### src/rtl/fifo_rd_ctrl.sv
// Burst read controller: pulls words one at a time from a FIFO with
// stop-and-wait handshaking and forwards them through a 2-entry skid buffer.
module fifo_rd_ctrl #(
   parameter int DATA_WIDTH  = 32,
   parameter int ACK_TIMEOUT = 4
) (
   input  logic                  clk,
   input  logic                  reset_n,
   input  logic                  start,
   input  logic [3:0]            burst_len,
   input  logic                  fifo_empty,
   input  logic                  fifo_rd_ack,
   input  logic                  fifo_rd_err,
   input  logic [DATA_WIDTH-1:0] fifo_dout,
   output logic                  fifo_rd_en,
   output logic                  m_valid,
   input  logic                  m_ready,
   output logic [DATA_WIDTH-1:0] m_data,
   output logic                  busy,
   output logic                  done,
   output logic [3:0]            word_cnt,
   output logic [7:0]            err_cnt
);

   localparam int TW = (ACK_TIMEOUT < 2) ? 1 : $clog2(ACK_TIMEOUT);

   typedef enum logic [2:0] {IDLE, ISSUE, WAIT_ACK, DRAIN, DONE} state_t;

   state_t                state_q, state_d;
   logic [3:0]            len_q, len_d;
   logic [3:0]            word_cnt_q, word_cnt_d;
   logic [7:0]            err_cnt_q, err_cnt_d;
   logic [TW-1:0]         tmo_q, tmo_d;
   logic                  err_inc;
   logic                  push, pop;

   logic [DATA_WIDTH-1:0] buf_q [2];
   logic                  buf_wr_q, buf_rd_q;
   logic [1:0]            buf_cnt_q, buf_cnt_d;

   assign m_valid  = (buf_cnt_q != 2'd0);
   assign m_data   = buf_q[buf_rd_q];
   assign pop      = m_valid && m_ready;
   assign busy     = (state_q != IDLE);
   assign word_cnt = word_cnt_q;
   assign err_cnt  = err_cnt_q;

   always_comb begin
      state_d    = state_q;
      len_d      = len_q;
      word_cnt_d = word_cnt_q;
      tmo_d      = tmo_q;
      err_inc    = 1'b0;
      push       = 1'b0;
      fifo_rd_en = 1'b0;
      done       = 1'b0;
      case (state_q)
         IDLE: begin
            if (start) begin
               if (burst_len == 4'd0) begin
                  word_cnt_d = 4'd0;
                  state_d    = DONE;
               end else if (burst_len <= 4'd8) begin
                  len_d      = burst_len;
                  word_cnt_d = 4'd0;
                  state_d    = ISSUE;
               end else begin
                  err_inc = 1'b1;
               end
            end
         end
         ISSUE: begin
            tmo_d = '0;
            // Only issue when the buffer can absorb the reply even if nothing pops.
            if (!fifo_empty && (buf_cnt_q <= 2'd1)) begin
               fifo_rd_en = 1'b1;
               state_d    = WAIT_ACK;
            end
         end
         WAIT_ACK: begin
            if (fifo_rd_ack) begin
               push       = 1'b1;
               word_cnt_d = word_cnt_q + 4'd1;
               state_d    = (word_cnt_d == len_q) ? DRAIN : ISSUE;
            end else if (fifo_rd_err) begin
               err_inc = 1'b1;
               state_d = ISSUE;
            end else if (tmo_q == TW'(ACK_TIMEOUT - 1)) begin
               err_inc = 1'b1;
               state_d = ISSUE;
            end else begin
               tmo_d = tmo_q + TW'(1);
            end
         end
         DRAIN: begin
            if (buf_cnt_q == 2'd0) state_d = DONE;
         end
         DONE: begin
            done    = 1'b1;
            state_d = IDLE;
         end
         default: state_d = IDLE;
      endcase
   end

   always_comb begin
      err_cnt_d = err_cnt_q;
      if (err_inc && (err_cnt_q != 8'hFF)) err_cnt_d = err_cnt_q + 8'd1;
      buf_cnt_d = buf_cnt_q;
      if (push && !pop)      buf_cnt_d = buf_cnt_q + 2'd1;
      else if (pop && !push) buf_cnt_d = buf_cnt_q - 2'd1;
   end

   always_ff @(posedge clk or negedge reset_n) begin
      if (!reset_n) begin
         state_q    <= IDLE;
         len_q      <= '0;
         word_cnt_q <= '0;
         err_cnt_q  <= '0;
         tmo_q      <= '0;
         buf_wr_q   <= 1'b0;
         buf_rd_q   <= 1'b0;
         buf_cnt_q  <= '0;
         for (int i = 0; i < 2; i++) buf_q[i] <= '0;
      end else begin
         state_q    <= state_d;
         len_q      <= len_d;
         word_cnt_q <= word_cnt_d;
         err_cnt_q  <= err_cnt_d;
         tmo_q      <= tmo_d;
         buf_cnt_q  <= buf_cnt_d;
         if (push) begin
            buf_q[buf_wr_q] <= fifo_dout;
            buf_wr_q        <= ~buf_wr_q;
         end
         if (pop) buf_rd_q <= ~buf_rd_q;
      end
   end

endmodule
### config.mk
export PLATFORM = sky130hd
export DESIGN_NAME = fifo_rd_ctrl
export DESIGN_NICKNAME = d
export VERILOG_FILES = /design/src/rtl/fifo_rd_ctrl.sv
export SDC_FILE = /design/constraint.sdc
export NUM_CORES = 1
export LEC_CHECK = 0
export ABC_AREA = 1
export BUFFER_PORTS_ARGS = -buffer_cell sky130_fd_sc_hd__buf_2
export CORE_MARGIN = 2
export CORE_UTILIZATION = 25
export CTS_CLUSTER_DIAMETER = 30
export DETAILED_ROUTE_END_ITERATION = 8
export PLACE_DENSITY = 0.51
export SLEW_MARGIN = 20
export SYNTH_ARGS = -nofsm -noshare
export SYNTH_HDL_FRONTEND = slang
export SYNTH_SLANG_ARGS = --single-unit
### constraint.sdc
create_clock -name clk -period 1.4 [get_ports clk]
set_input_delay 0.14 -clock clk [delete_from_list [all_inputs] [get_ports clk]]
set_output_delay 0.14 -clock clk [all_outputs]
set_load 0.05 [all_outputs]
==> impl_metrics.ini <==
[status]
outcome = complete, but fails checks
failed_checks = setup timing

[power_and_ir_drop]
pwr-share-clk = 0.137
p_seq_frac = 0.248
power_frac_comb = 0.615
switchingPower_uw = 8530
p_int_uw = 10300
p_leak_uw = 0.00369
ir_drop_v = 0.00140
power.density_nw_per_um2 = 2610
p_sw_frac = 0.454

[setup_path]
cp.arrival_ps = 1480
cp-end-kind = output pin
crit_path_max_fanout = 2
cp.required_ps = 1260
critPathKind = reg2out
critPathLaunchType = flop

[sta]
fmax_mhz = 619
relSlewSlack = 0.756
fin_skew_ps = 5.05
tightest_slew_ps = 366
finalCritPeriodShare = 1.15
layout_setup_ws_ps = -217
period_needed_ps = 1620
finalMaxSlewViolations = 0
hold_violations = 0
rsz0062_at_grt = true
setup-violations-final = 118

[synth]
synth-compound-area-share = 0.117
synth_area_leaders = dfrtp_1 52%, nand2_1 20%, inv_1 5.0%
synth-edff-count = 0
ys_ff_latch = 89
yosys_warnings = 0
synthAdderAreaFrac = 0.0175
synth-simple-area-share = 0.244
synth_top_family_by_area = simple AND/OR/NAND/NOR gates
synth_cell_types = 25
yosys.area.top_type_share = 0.520
ys_seq_area_frac = 0.520
synth_area_per_cell_sq_um = 8.07
synthFlopType = dfrtp_1
synth_cells = 531
synth_nets = 580
muxShareOfSynthArea = 0
yosysTopAreaCell = dfrtp_1
async_flop_share = 1.00
synth_xor_area_frac = 0.0204
mappedNetlistArea_sq_um = 4290

[finish]
fin_cells = 900
antenna_cells = 0
finalInstanceArea_sq_um = 7190
drive_gt1_frac = 0.501
mostFrequentLayoutCells = 126 x nand2_1, 81 x dfrtp_1, 56 x nand2_4, 53 x buf_2, 49 x inv_1
final_common_cell = nand2_1
final_nets = 725
area_growth_pct = 67.8

[die]
io_pins = 91
core-area_sq_um = 16700
initial_core_util = 0.257
die_area_sq_um = 18200
rows = 47
die_x_microns = 135
chipHeight_microns = 135

[clock_tree]
numCtsBuffers = 9
clk_pin_slew_ps = 60
clockRootBuffer = clkbuf_16
insertion_delay_ps = 350
cts_tree = done
cts.sinks = 89
clock_path_buffers = 2
htree_levels = 3

[placed_design]
hpwlAfterDp_mm = 7.75
place_congestion = 0.830
dp_cells = 853
dpl_cell_area_sq_um = 5380
numPortBuffers = 90

[drt]
ant_nets = 0
wl_per_cell_microns = 13.8
vias_per_cell = 4.39
drt-met1-wl_mm = 5.34
drtIter0Drc = 153
vias = 3949
routed_wirelength_mm = 12.4
drc = 0
wl_met2_mm = 6.32
firstDrtPassIters = 4
wl_met3_microns = 487
top_layer_used = met4

[grt]
grt_max_degree = 43
grt_pass1_vias = 4072
grt_pass1_wl_mm = 20.3
grt.overflow.total = 0
antenna_found_initial = 0
grt_usage = 0.143

[worst_hold_path]
min_path_type = in2reg

[flow_run]
cap_violations = 0
-- final timing paths --
| path | start | endpoint | slack (ps) | cells after the start |
|---|---|---|---|---|
| setup / recovery | state_q[0] | fifo_rd_en | -220 | 7 |
| hold / removal | fifo_dout[14] | buf_q[46] | 50 | 3 |
| setup reg to reg | state_q[0] | buf_q[41] | -190 | 9 |
| hold reg to reg | tmo_q[1] | tmo_q[1] | 480 | 2 |
| max in group asynchronous | reset_n | buf_q[13] | 600 | 3 |
| min in group asynchronous | reset_n | buf_q[2] | 240 | 2 |
-- metal layers --
| metal | GRT usage | vias to the layer above |
|---|---|---|
| li1 | - | 1954 |
| met1 | 0.173 | 1890 |
| met2 | 0.246 | 83 |
| met3 | 0.0315 | 22 |
| met4 | 0.0590 | 0 |
| met5 | 0 | - |
-- state kept, by name (all words and copies together), names as in the netlist --
signal,flops
buf_q,64
len_q,4
err_cnt,8
tmo_q,2
buf_rd_q,1
word_cnt,4
state_q,3
buf_wr_q,1
buf_cnt_q,2
-- cells in the mapped netlist, types with 6 or more instances --
| master | n |
|---|---|
| dfrtp_1 | 89 |
| clkbuf_1 | 14 |
| ha_1 | 6 |
| nand3_1 | 11 |
| nand2_1 | 228 |
| inv_1 | 57 |
| xnor2_1 | 7 |
| nor2_1 | 14 |
| o21ai_0 | 42 |
| o21ai_2 | 23 |
| buf_6 | 6 |
| o21ai_1 | 12 |
-- critical path, cell delays in order (launching register included) --
cell,delay (ps)
dfrtp_1,370
buf_6,120
inv_4,40
nor3_4,160
buf_6,130
inv_4,40
nor2_4,110
buf_6,160
-- cells by family after synthesis --
| logic type | Yosys count |
|---|---|
| flip-flops | 89 |
| AO/OA/AOI/OAI | 82 |
| AND/OR/NAND/NOR | 263 |
| buffers and inverters | 81 |
| XOR/XNOR | 10 |
| adder cells (fa/ha/maj) | 6 |
-- layout make-up --
class,count,area (sq um)
clock buffers,10,229
inverters,60,239
clock inverters,5,81.3
well taps,220,275
repair buffers,155,1720
flip-flops and latches,89,2240
multi-input cells,361,2410
fillers,1667,9510
-- per-stage QoR --
| step | hold WS, ps | setup TNS, ps | util | power (uW) | setup slack [ps] |
|---|---|---|---|---|---|
| detailed placement | 84.3 | -5780 | 0.322 | 12100 | -109 |
| CTS | 32.9 | -16610 | 0.401 | 17500 | -203 |
| global placement | 87.8 | -3550 | 0.322 | 11900 | -80.4 |
| finish | 48.3 | -15050 | 0.431 | 18800 | -217 |
| global route | 51.1 | -24960 | 0.431 | 19900 | -289 |
| floorplan | -156 | -4830 | - | 9960 | -140 |
-- repair_timing --
action / 4_1_cts / 5_1_grt
setup buffers: 18 / 7
endpoints found under the setup margin: 116 / 123
gates resized for setup: 201 / 130
hold buffers: 1 / 0
cloned: 9 / 1
endpoints found under the hold margin: 21 / 0
pin swaps: 7 / 16
-- power by group through the flow --
stage	Clock [uW]	Combinational, uW	Sequential (uW)
finish	2580	11600	4660
global route	2780	12300	4810
CTS	2680	10400	4440
detailed placement	0	7660	4390
global placement	0	7530	4340
floorplan	0	5440	4520
(Power assumes the default switching activity.)
